$ cat config.mk
export PLATFORM = sky130hd
export DESIGN_NAME = queue2_rtl
export DESIGN_NICKNAME = d
export VERILOG_FILES = /design/src/rtl/queue2_pkg.sv /design/src/rtl/queue2_rtl_register.sv /design/src/rtl/queue2_rtl.sv
export SDC_FILE = /design/constraint.sdc
export NUM_CORES = 1
export LEC_CHECK = 0
export ABC_AREA = 1
export ABC_CLOCK_PERIOD_IN_PS = 1400
export CORE_ASPECT_RATIO = 1.25
export CORE_MARGIN = 4
export CORE_UTILIZATION = 50
export CTS_CLUSTER_SIZE = 20
export DETAILED_ROUTE_END_ITERATION = 8
export PLACE_DENSITY_LB_ADDON = 0.2
export SYNTH_ARGS = -nofsm -noshare
export SYNTH_HDL_FRONTEND = slang
export SYNTH_SLANG_ARGS = --single-unit
$ cat constraint.sdc
create_clock -name clk -period 1.4 [get_ports clk]
set_input_delay 0.21 -clock clk [delete_from_list [all_inputs] [get_ports clk]]
set_output_delay 0.21 -clock clk [all_outputs]
set_load 0.01 [all_outputs]
$ cat src/rtl/queue2_pkg.sv
// Shared constants and types for the two-entry message queue.
// Message width is left to the instantiating module.
package queue2_pkg;

  localparam int QUEUE_DEPTH = 2;
  localparam int PTR_W       = 1;

  // Occupancy value that means "no free entry".
  localparam logic [1:0] CNT_FULL  = 2'(QUEUE_DEPTH);
  localparam logic [1:0] CNT_EMPTY = 2'd0;

  typedef logic [PTR_W-1:0] ptr_t;

endpackage

$ cat src/rtl/queue2_rtl_register.sv
// Parameterized enable register used as one queue entry.
// Synchronous active-high reset clears the stored value to zero.
module Register_RTL #(
  parameter int p_nbits = 32
) (
  input  logic               i_clk,
  input  logic               i_rst,
  input  logic               i_en,
  input  logic [p_nbits-1:0] i_d,
  output logic [p_nbits-1:0] o_q
);

  logic [p_nbits-1:0] r_q;

  always_ff @(posedge i_clk) begin
    if (i_rst) begin
      r_q <= '0;
    end else if (i_en) begin
      r_q <= i_d;
    end
  end

  assign o_q = r_q;

endmodule

$ cat src/rtl/queue2_rtl.sv
// Two-entry in-order FIFO with registered valid/ready outputs.
// Handshake: a transfer happens on a rising edge where valid && ready are both 1;
// enq_rdy and deq_val depend only on registered state, never on the partner's signal.
module queue2_rtl
  import queue2_pkg::*;
#(
  parameter int p_nbits = 32
) (
  input  logic               clk,
  input  logic               rst,
  input  logic               enq_val,
  output logic               enq_rdy,
  input  logic [p_nbits-1:0] enq_msg,
  output logic               deq_val,
  input  logic               deq_rdy,
  output logic [p_nbits-1:0] deq_msg,
  output logic [1:0]         count
);

  ptr_t       r_head;
  ptr_t       r_tail;
  logic [1:0] r_count;

  logic               w_enq_rdy;
  logic               w_deq_val;
  logic               w_enq;
  logic               w_deq;
  logic [p_nbits-1:0] w_entry [QUEUE_DEPTH];

  always_comb begin
    w_enq_rdy = 1'b0;
    w_deq_val = 1'b0;
    w_enq_rdy = !rst && (r_count != CNT_FULL);
    w_deq_val = !rst && (r_count != CNT_EMPTY);
    w_enq     = enq_val && w_enq_rdy;
    w_deq     = deq_rdy && w_deq_val;
  end

  // Only the entry the tail points at is written on an enqueue.
  for (genvar gi = 0; gi < QUEUE_DEPTH; gi++) begin : g_entry
    Register_RTL #(
      .p_nbits (p_nbits)
    ) u_entry (
      .i_clk (clk),
      .i_rst (rst),
      .i_en  (w_enq && (r_tail == ptr_t'(gi))),
      .i_d   (enq_msg),
      .o_q   (w_entry[gi])
    );
  end

  always_ff @(posedge clk) begin
    if (rst) begin
      r_head  <= '0;
      r_tail  <= '0;
      r_count <= CNT_EMPTY;
    end else begin
      if (w_enq) r_tail <= r_tail + ptr_t'(1);
      if (w_deq) r_head <= r_head + ptr_t'(1);
      case ({w_enq, w_deq})
        2'b10:   r_count <= r_count + 2'd1;
        2'b01:   r_count <= r_count - 2'd1;
        default: r_count <= r_count;
      endcase
    end
  end

  assign enq_rdy = w_enq_rdy;
  assign deq_val = w_deq_val;
  assign deq_msg = w_entry[r_head];
  assign count   = r_count;

endmodule

==> results.cfg <==
[cts]
clock_sinks = 68
cts.root.buffer_cell = sky130_fd_sc_hd__clkbuf_8
num_cts_buffers = 9
htreeDepth = 3
tritoncts = yes
clock_insertion_delay_worst_skew_ns = 0.34
worst_setup_hold_path_clk_slew_ns = 0.07
max-clock-path-buffers = 2

[routing]
route.vias.total = 3192
post_drt_via_cell_ratio = 4.68
drt_drc_violations_left = 0
final_antenna_net_count = 0
firstDrtPassIters = 4
detail_route.wirelength_um = 8150
wl_per_cell_um = 12.0
first_iter_violations = 155

[sta]
min_period_over_period_pct = 106
worst_hold_slack_ns = 0.314
worst-slew-pin-transition_ns = 0.258
finalSetupViolations = 32
slew_headroom_pct = 82.8
timing.final.max_slew_violations = 0
grt_setup_unrepaired = yes
fin_worst_skew_ns = 0.00745
period_minus_slack_ns = 1.48
fin_ws_ns = -0.0818
fmax_mhz = 675
hold_viol_final = 0

[global_route]
grt_max_degree = 59
grtUsageTotal_pct = 19.2
grt_antenna_before_repair = 0
grt_pass1_wl_um = 12100
grt-ovfl-total = 0
first_global_vias = 2950

[worst_setup_path]
worst_setup_path_endpoint = deq_msg[6]
worst_ep_required_time_ns = 1.19
cp_num_buf_inv = 3
path_max_fanout = 8
cpPeakStageDelay_ns = 0.36
crit_path_start = r_head
cp_num_cells = 4
critical-path-top-delay-family = buffers and inverters
start_kind = register
worstReg2RegStart = count[0]
worst-setup-path-type = reg2out
rr_endpoint = count[1]
critical_path_sink_type = primary output
setup.reg_to_reg.worst_slack_ns = 0.10
r2r_cells = 8
cpMaxStageDelayCell = sky130_fd_sc_hd__dfxtp_4
path_cells = buf_12 -> clkbuf_16 -> o21ai_1 -> buf_2
timing.critical_path.arrival_ns = 1.27

[place]
port_buffers = 71
finalWeightedCongestion = 0.742
placement.setup.worst_slack_ns = -0.350
post_dp_cell_area_mm2 = 0.00406
hpwl_um = 4730

[pwr]
comb_power_share_pct = 19.9
power.share.clock_pct = 36.7
power_per_cell_area_mw_per_mm2 = 1060
power_frac_seq_pct = 43.4
net-switching-power_uw = 1280
power_report.internal_total_uw = 3550
maximum_vdd_drop_mv = 0.773
power_leakage_uw = 0.00239
netSwitchingFraction_pct = 26.5

[die]
ios = 72
dieHeight_um = 96.9
dieArea_mm2 = 0.00767
floorplan.initialDensity_pct = 51.3
core_mm2 = 0.00617
fp-row-count = 32
x_dimension_of_the_die_um = 79.1

[synth]
synth-adder-area-share_pct = 0.396
postSynthRegisterBits = 68
synth_top_family_by_area = simple AND/OR/NAND/NOR gates
synth-compound-area-share_pct = 6.02
synth.yosys.seq_area_share_pct = 43.1
netlist_area_mm2 = 0.00316
ys_warn_count = 0
syn_inst = 509
synth-simple-area-share_pct = 37.4
synth.mux.area_fraction_pct = 0
yosysUniqueCellTypes = 17
synth-xor-area-share_pct = 0
syn_area_per_cell_um2 = 6.21
syn-num-nets = 546

[hold_path]
hold_path_class = in2reg

[cells_and_area]
n_antenna_cell = 0
area_of_the_multi_input_gates_mm2 = 0.00159
layout.cells.most_common_list = sky130_fd_sc_hd__nand2_1, sky130_fd_sc_hd__nor2_1, sky130_fd_sc_hd__inv_1
nFillCells = 492
layout.cells.most_common = sky130_fd_sc_hd__nand2_1
flow.area_growth_from_synthesis_pct = 44.6
layout-drive-gt1-share_pct = 21.8
layout.area.seq_mm2 = 0.00137
design_area_mm2 = 0.00457
net_count_final = 629

[run]
maxCapViolCount = 0

[outcome]
failed_checks = negative setup slack
run_status = complete, but fails checks
synthesized netlist by cell type:
cell                       count  area share [%]
sky130_fd_sc_hd__a21oi_1       5            0.79
sky130_fd_sc_hd__buf_1         2            0.24
sky130_fd_sc_hd__buf_2        12             1.9
sky130_fd_sc_hd__buf_4         2            0.47
sky130_fd_sc_hd__buf_6         4             1.4
sky130_fd_sc_hd__clkbuf_1      7            0.83
sky130_fd_sc_hd__dfxtp_1      68              43
sky130_fd_sc_hd__ha_1          1            0.40
sky130_fd_sc_hd__inv_1        68             8.1
sky130_fd_sc_hd__inv_2         2            0.24
sky130_fd_sc_hd__nand2_1     168              20
sky130_fd_sc_hd__nand2_4       1            0.36
sky130_fd_sc_hd__nand3_1       2            0.32
sky130_fd_sc_hd__nand4_2       1            0.40
sky130_fd_sc_hd__nand4_4       1            0.67
sky130_fd_sc_hd__nor2_1      132              16
sky130_fd_sc_hd__o21ai_0      33             5.2
sequential cells by signal, indices dropped and copies added, names as in the netlist:
name	count
r_head	1
r_tail	1
g_entry.u_entry.o_q	64
count	2
metal layers:
metal	share of wire [%]	GRT usage (%)
met5	0	0
met4	1.6	8.07
met3	5.0	3.54
met2	51	35.2
met1	42	21.1
power by group through the flow:
stage | Clock (uW) | Sequential (uW) | Combinational, uW
3_3_place_gp | 0 | 2130 | 835
6_report | 1770 | 2100 | 964
4_1_cts | 1790 | 2100 | 802
3_5_place_dp | 0 | 2140 | 852
5_1_grt | 1870 | 2110 | 1060
2_1_floorplan | 0 | 2130 | 432
worst min path at each step:
stage / to / cells after the start / startpoint / slack [ns]
2_1_floorplan: r_head / 1 / rst / 0.28
3_3_place_gp: g_entry[1].u_entry.o_q[3] / 4 / g_entry[1].u_entry.o_q[3] / 0.50
3_5_place_dp: g_entry[1].u_entry.o_q[9] / 4 / g_entry[1].u_entry.o_q[9] / 0.50
4_1_cts: r_head / 2 / rst / 0.32
5_1_grt: r_head / 2 / rst / 0.34
6_report: r_head / 2 / rst / 0.31
stage by stage:
stage / utilization [%] / power, uW / std cells / TNS (ns)
2_1_floorplan: - / 2560 / 509 / 0
3_3_place_gp: 65.8 / 2970 / 655 / -16.95
3_5_place_dp: 65.8 / 2990 / 655 / -18.95
4_1_cts: 67.8 / 4680 / 671 / -0.544
5_1_grt: 74.2 / 5040 / 682 / -2.91
6_report: 74.2 / 4830 / 682 / -1.61
worst reg2reg max path: stages, from the launching register on:
cell and delay (ns):
sky130_fd_sc_hd__dfxtp_2 0.35, sky130_fd_sc_hd__inv_4 0.06, sky130_fd_sc_hd__a21oi_4 0.13, sky130_fd_sc_hd__nand2_2 0.09, sky130_fd_sc_hd__ha_4 0.25, sky130_fd_sc_hd__nor2_2 0.12, sky130_fd_sc_hd__nand3_1 0.09, sky130_fd_sc_hd__nand2_1 0.07
sky130_fd_sc_hd__nor2_1 0.04
cells by family (layout without fill, tap and decap cells):
kind of cell    Yosys count  in the layout
buf+inv                  97            185
fa+ha+maj                 1              1
flops                    68             68
simple gates            305            305
compound gates           38             38
cell type report:
cell class,count,share of cell area (%)
Clock inverter,5,1.64
Multi-Input combinational cell,344,34.8
Sequential cell,68,30.0
Clock buffer,11,3.09
Inverter,70,5.80
Tap cell,85,2.33
Timing Repair Buffer,99,22.4
repair_timing:
item,CTS,global route
hold endpoints to repair,0,0
gates resized for setup,161,75
pin swaps,1,23
hold buffers,0,0
gates cloned,0,8
setup buffers,0,3
setup endpoints to repair,37,35
Power figures use the tool's default switching activity.
